[config.mk]
export PLATFORM = sky130hd
export DESIGN_NAME = minesweeper_ctrl
export DESIGN_NICKNAME = d
export VERILOG_FILES = /design/src/rtl/minesweeper_ctrl.sv
export SDC_FILE = /design/constraint.sdc
export NUM_CORES = 1
export LEC_CHECK = 0
export ABC_CLOCK_PERIOD_IN_PS = 4700
export CAP_MARGIN = 25
export CORE_MARGIN = 2
export CORE_UTILIZATION = 30
export DETAILED_ROUTE_END_ITERATION = 7
export PLACE_DENSITY = 0.57
export SKIP_LAST_GASP = 1
export SYNTH_ARGS = -nofsm -noshare
export SYNTH_HDL_FRONTEND = slang
export SYNTH_SLANG_ARGS = --single-unit
export TNS_END_PERCENT = 5
[constraint.sdc]
create_clock -name clk -period 4.7 [get_ports clk]
set_input_delay 0.705 -clock clk [delete_from_list [all_inputs] [get_ports clk]]
set_output_delay 0.705 -clock clk [all_outputs]
set_load 0.03 [all_outputs]
[src/rtl/minesweeper_ctrl.sv]
// Minesweeper game controller: moves the cursor, toggles flags against the mine budget,
// reveals cells and tracks loss and win between the debounced buttons and board memory.
module minesweeper_ctrl #(
    parameter int ROWS  = 8,
    parameter int COLS  = 8,
    parameter int MINES = 10,
    parameter int RW    = $clog2(ROWS),
    parameter int CW    = $clog2(COLS),
    parameter int NW    = $clog2(ROWS*COLS+1)
) (
    input  logic          clk,
    input  logic          rst,
    input  logic          board_ready,
    input  logic          btn_up,
    input  logic          btn_down,
    input  logic          btn_left,
    input  logic          btn_right,
    input  logic          btn_reveal,
    input  logic          btn_flag,
    input  logic          cell_mine,
    input  logic          cell_flag,
    input  logic          cell_open,
    output logic [RW-1:0] cur_row,
    output logic [CW-1:0] cur_col,
    output logic          wr_en,
    output logic          wr_flag,
    output logic          wr_open,
    output logic [NW-1:0] flags_left,
    output logic [NW-1:0] opened,
    output logic          busy,
    output logic          game_over,
    output logic          win
);

    // state | meaning
    // IDLE  | waiting for board loader
    // PLAY  | accepting buttons
    // MOVE  | stepping cursor in latched direction
    // FLAG  | toggling flag at cursor
    // CHECK | deciding what a reveal does
    // OPEN  | opening a safe cell
    // LOSE  | mine revealed, waits for restart
    // WIN   | all safe cells opened, waits for restart
    typedef enum logic [2:0] {
        S_IDLE, S_PLAY, S_MOVE, S_FLAG, S_CHECK, S_OPEN, S_LOSE, S_WIN
    } state_t;

    typedef enum logic [1:0] {D_UP, D_DOWN, D_LEFT, D_RIGHT} dir_t;

    localparam logic [NW-1:0] SAFE_N  = NW'(ROWS*COLS - MINES);
    localparam logic [NW-1:0] MINES_N = NW'(MINES);
    localparam logic [RW-1:0] ROW_MAX = RW'(ROWS - 1);
    localparam logic [CW-1:0] COL_MAX = CW'(COLS - 1);

    state_t state;
    dir_t   dir;

    always_ff @(posedge clk) begin
        if (!rst) begin
            state      <= S_IDLE;
            dir        <= D_UP;
            cur_row    <= '0;
            cur_col    <= '0;
            flags_left <= MINES_N;
            opened     <= '0;
        end else begin
            case (state)
                S_IDLE: if (board_ready) state <= S_PLAY;
                S_PLAY: begin
                    if (btn_reveal) begin
                        state <= S_CHECK;
                    end else if (btn_flag) begin
                        state <= S_FLAG;
                    end else if (btn_up || btn_down || btn_left || btn_right) begin
                        state <= S_MOVE;
                        if (btn_up)        dir <= D_UP;
                        else if (btn_down) dir <= D_DOWN;
                        else if (btn_left) dir <= D_LEFT;
                        else               dir <= D_RIGHT;
                    end
                end
                S_MOVE: begin
                    case (dir)
                        D_UP:    cur_row <= (cur_row == '0)      ? ROW_MAX : cur_row - RW'(1);
                        D_DOWN:  cur_row <= (cur_row == ROW_MAX) ? '0      : cur_row + RW'(1);
                        D_LEFT:  cur_col <= (cur_col == '0)      ? COL_MAX : cur_col - CW'(1);
                        default: cur_col <= (cur_col == COL_MAX) ? '0      : cur_col + CW'(1);
                    endcase
                    state <= S_PLAY;
                end
                S_FLAG: begin
                    if (!cell_open) begin
                        if (cell_flag) begin
                            if (flags_left < MINES_N) flags_left <= flags_left + NW'(1);
                        end else if (flags_left != '0) begin
                            flags_left <= flags_left - NW'(1);
                        end
                    end
                    state <= S_PLAY;
                end
                S_CHECK: begin
                    if (cell_open || cell_flag) state <= S_PLAY;
                    else if (cell_mine)         state <= S_LOSE;
                    else                        state <= S_OPEN;
                end
                S_OPEN: begin
                    if (opened < SAFE_N) opened <= opened + NW'(1);
                    state <= (opened + NW'(1) == SAFE_N) ? S_WIN : S_PLAY;
                end
                S_LOSE, S_WIN: begin
                    if (btn_reveal) begin
                        state      <= S_IDLE;
                        cur_row    <= '0;
                        cur_col    <= '0;
                        flags_left <= MINES_N;
                        opened     <= '0;
                    end
                end
                default: state <= S_IDLE;
            endcase
        end
    end

    // Write strobes are gated by rst so no board write escapes on a reset edge.
    always_comb begin
        wr_en   = 1'b0;
        wr_flag = 1'b0;
        wr_open = 1'b0;
        if (rst) begin
            case (state)
                S_FLAG: begin
                    if (!cell_open) begin
                        if (cell_flag) begin
                            wr_en = 1'b1;
                        end else if (flags_left != '0) begin
                            wr_en   = 1'b1;
                            wr_flag = 1'b1;
                        end
                    end
                end
                S_OPEN: begin
                    wr_en   = 1'b1;
                    wr_open = 1'b1;
                end
                default: ;
            endcase
        end
    end

    assign busy      = (state != S_PLAY);
    assign game_over = (state == S_LOSE);
    assign win       = (state == S_WIN);

endmodule

# --- Yosys cells after proc, flatten, opt, wreduce, memory -nomap -nowiden ---
# Index checks and enable logic that the tools add are counted.
# Widths: inputs -> output; s select.
totals:
  output_inout_bits: 26
  reg_bits: 25
  memories: 0
  mem_bits_ro: 0
  inputBits: 12
  latchBits: 0
  mem_bits_rw: 0
  word_cells: 100
op_classes:
  shifts: 0
  muxes: 40
  n_addsub: 7
  n_reduce_logical: 21
  multipliers: 0
  bitwise: 2
  n_eq_ne: 22
  div_mod_pow: 0
  n_lt_le_gt_ge: 2
ops:
  columns: ["operator", "n"]
  rows:
  - ["$mux 7", 7]
  - ["$mux 3", 11]
  - ["$pmux 7 s2", 2]
  - ["$pmux 3 s2", 4]
  - ["$eq 3x3->1 const B", 6]
  - ["$pmux 3 s6", 1]
  - ["$add 7x1->7 const B", 2]
  - ["$reduce_and 3->1", 4]
  - ["$mux 1", 11]
  - ["$ne 2x2->1 const B", 5]
  - ["$logic_not 3->1", 3]
  - ["$ne 3x3->1 const B", 3]
  - ["$eq 7x6->1 const B", 1]
  - ["$lt 7x4->1 const B", 1]
  - ["$lt 7x6->1 const B", 1]
  - ["$reduce_bool 7->1", 1]
  - ["$sub 7x1->7 const B", 1]
  - ["$add 3x1->3 const B", 2]
  - ["$eq 3x2->1 const B", 2]
  - ["$mux 2", 3]
  - ["$reduce_bool 2->1", 3]
  - ["$reduce_or 2->1", 3]
  - ["$sub 3x1->3 const B", 2]
  - ["$reduce_and 5->1", 1]
  - ["other kinds (10)", 14]

# --- Longest topological paths before layout ---
depth:
  word_depth: 7
  mapped_depth: 7
  mapped_depth_nobuf: 7

# --- Worst setup path before layout ---
# Ideal clock, no wire load.
synth_path:
  path_type: "input port to output port"
  from: "in rst"
  to: "out wr_flag"
  setup_slack_ns: 2.483
  stages: 3
  arrival_time_ns: 1.512
  path_buffers: 1
  required_time_ns: 3.995
  path_cell_list: "clkbuf_1 -> nand4_1 -> a21oi_1"
synth_between:
  elab_chain_cells: 1
synth_lines:
  columns: ["element", "line", "rtl"]
  rows:
  - ["from (decl)", "12", "input logic rst,"]
  - ["$mux 1", "129", "if (rst) begin"]
  - ["to (decl)", "26", "output logic wr_flag,"]
# No other way between the ends.

# --- Final worst setup path ---
# Ends and elaborated chain as after synthesis.

==> results.tsv <==
metric	value	unit
Reg2Reg Launch Point	state[0]	
list of most frequent post-synthesis cells	dfxtp_1, nor2_1, nand2_1	
Power Total	0.426	mW
initial core utilization	31.0	%
number of remaining DRC errors	0	
flip-flop and latch area	500	sq um
Crit Path Category	in2out	
ant diodes	0	
nets	293	
drt initial violations	73	
Worst Path Buf+Inv	2	
Most used DFF post-synth	dfxtp_1	
Netlist cell types	50	
Crit. End Element	primary output	
largest net degree at the start of global routing	22	
post-route antenna net violation count	0	
post-route setup TNS	0	ns
worst reg-to-reg setup slack	2.61	ns
post-CTS setup buffers	0	
Max-Cap Viols	0	
Post-Place Worst Slack	1.32	ns
design area	2310	sq um
first-pass GRT wire length	7650	um
Worst R2R Path Depth	5	
Die Width	82.3	um
status	finished, final reports clean	
DR vias/cell	5.16	
Yosys reg bits	25	
CTS tree	built	
Num Clock Sinks	25	
setup repair after global routing missed its margin	false	
Yosys warnings	0	
FMAX	0.296	GHz
Die Span Y	82.3	um
Worst Path Arrival	2.67	ns
hold_ws	0.447	ns
Placement Cell Area	2260	sq um
CP max FO	21	
top cells by area, synth	dfxtp_1, ha_1, nor2_1	
worst hold endpoint	opened[6]	
Final Hold Fails	0	
hold buffer count at cts	0	
vias in the first global route	1634	
worst slew pin tran	0.738	ns
fin cells	339	
Pins Over Slew Limit	0	
ys async rst share	0	%
routed wire length	4610	um
syn avg cell area	7.92	sq um
Slew headroom	50.7	%
Die Area	6770	sq um
std cell rows	28	
IO buf count	37	
pwr/cell area	184	nW/um^2
crit-path cells	clkdlybuf4s50_1 > nand4_1 > a21oi_1 > clkdlybuf4s50_1	
Synth top area share	27.2	%
final setup margin	1.33	ns
Synth-to-Final Area Change	25.7	%
DR pass1 iterations	4	
GRT Util Overall	14.3	%
Fillers	621	
clock skew	0.00169	ns
post-synthesis cell area	1840	sq um
Net Count, Synth	260	
CTS root buffer	clkbuf_8	
startpoint type of the worst setup path	input port	
family with the most delay on the worst path	buffers and inverters	
hpwl dp	3440	um
worst-case clock buffer depth	2	
clk_lat worst skew	0.27	ns
Core Footprint	5920	sq um
Yosys top cell by area	dfxtp_1	
Crit-path slowest cell	clkdlybuf4s50_1	
worst hold path class	reg2reg	
worst hold path stage count	2	
H-tree depth	1	
CP most frequent cell	clkdlybuf4s50_1	
Leak	0.872	nW
cell count after placement	335	
RR Endpoint	opened[2]	
number of synthesized flops with an enable pin	0	
area of the multi-input gates	1250	sq um
period utilization	71.8	%
initial antenna violation count	0	
clk slew on worst S/H paths	0.09	ns
utilization after layout	39.0	%
VDD IR max	122	uV
IO Pins	38	
Final GP Congestion	0.822	
total CTS buffers	3	
final setup violation count	0	
register area share after synthesis	27.2	%
share of cells above drive strength 1	4.17	%
max incr delay on CP	0.95	ns
Hold Startpoint	opened[6]	
Via Count	1749	
global route total overflow	0	
CTS resizes	0	
Mapped Cells	232	
Tmin final	3.37	ns
Worst EP required	3.99	ns
Routed wire per std cell	13.6	um
## placed cells by master (no fill, tap or decap), types with 2 or more instances in the layout
cell and instances:
xnor2_1 3, nor3_1 7, nand3b_1 4, clkdlybuf4s50_1 37, ha_1 15, clkbuf_8 3, nor2b_1 8, and2_1 4
or3_1 4, nor4_1 2, dfxtp_1 25, nand4_1 2, a21boi_1 5, a211oi_1 3, o21ai_0 8, nand2b_1 2
o21ai_1 3, nor2_1 25, and3_1 5, a21o_1 2, a311oi_1 2, o21a_1 2, o221a_2 4, xor2_1 4
nand2_1 19, nand3_1 6, a32o_1 3, mux2i_1 3, inv_1 11, nor3b_1 5, a21oi_1 17
## state kept, by name (all words and copies together), names as in the netlist
name        flops
dir             2
cur_row         3
state           3
flags_left      7
cur_col         3
opened          7
## metal layers
layer,wire [um],global-route usage [%]
met5,0,0
met4,15,2.33
met3,179,2.83
met2,2050,22.7
met1,2360,20.3
## worst max-delay path by stage
stage / end / startpoint / cells after the start / slack [ns]
floorplan: wr_flag / rst / 3 / 2.48
global placement: wr_flag / rst / 4 / 1.32
detailed placement: wr_flag / rst / 4 / 1.32
CTS: wr_flag / rst / 4 / 1.32
global route: wr_flag / rst / 4 / 1.20
finish: wr_flag / rst / 4 / 1.33
## final cells by class
type,instances,area share [%]
inverter,11,1.79
tap,75,4.06
timing repair buffer,38,16.4
clock buffer,4,1.95
sequential,25,21.7
multi-input combinational,186,54.2
## report_power, final
part	switching, mW	internal, mW	leakage, nW
Sequential	0.00872	0.215	0.202
Combinational	0.0382	0.0344	0.647
Clock	0.0688	0.0607	0.0228
Total	0.116	0.310	0.872
## worst register-to-register path: cells and delay by family, from the launching register on
kind,cells,cell delay [ns]
AOI/OAI and AO/OA,4,1.02
DFF,1,0.59
and+or+nand+nor,1,0.38
## cell families after synthesis
| group | synth area share [%] |
|---|---|
| simple gates | 28.5 |
| compound gates | 23.3 |
| flops | 27.2 |
| buf+inv | 4.70 |
| fa+ha+maj | 11.3 |
| xor+xnor | 3.34 |
| mux | 1.63 |
Power figures use the tool's default switching activity.
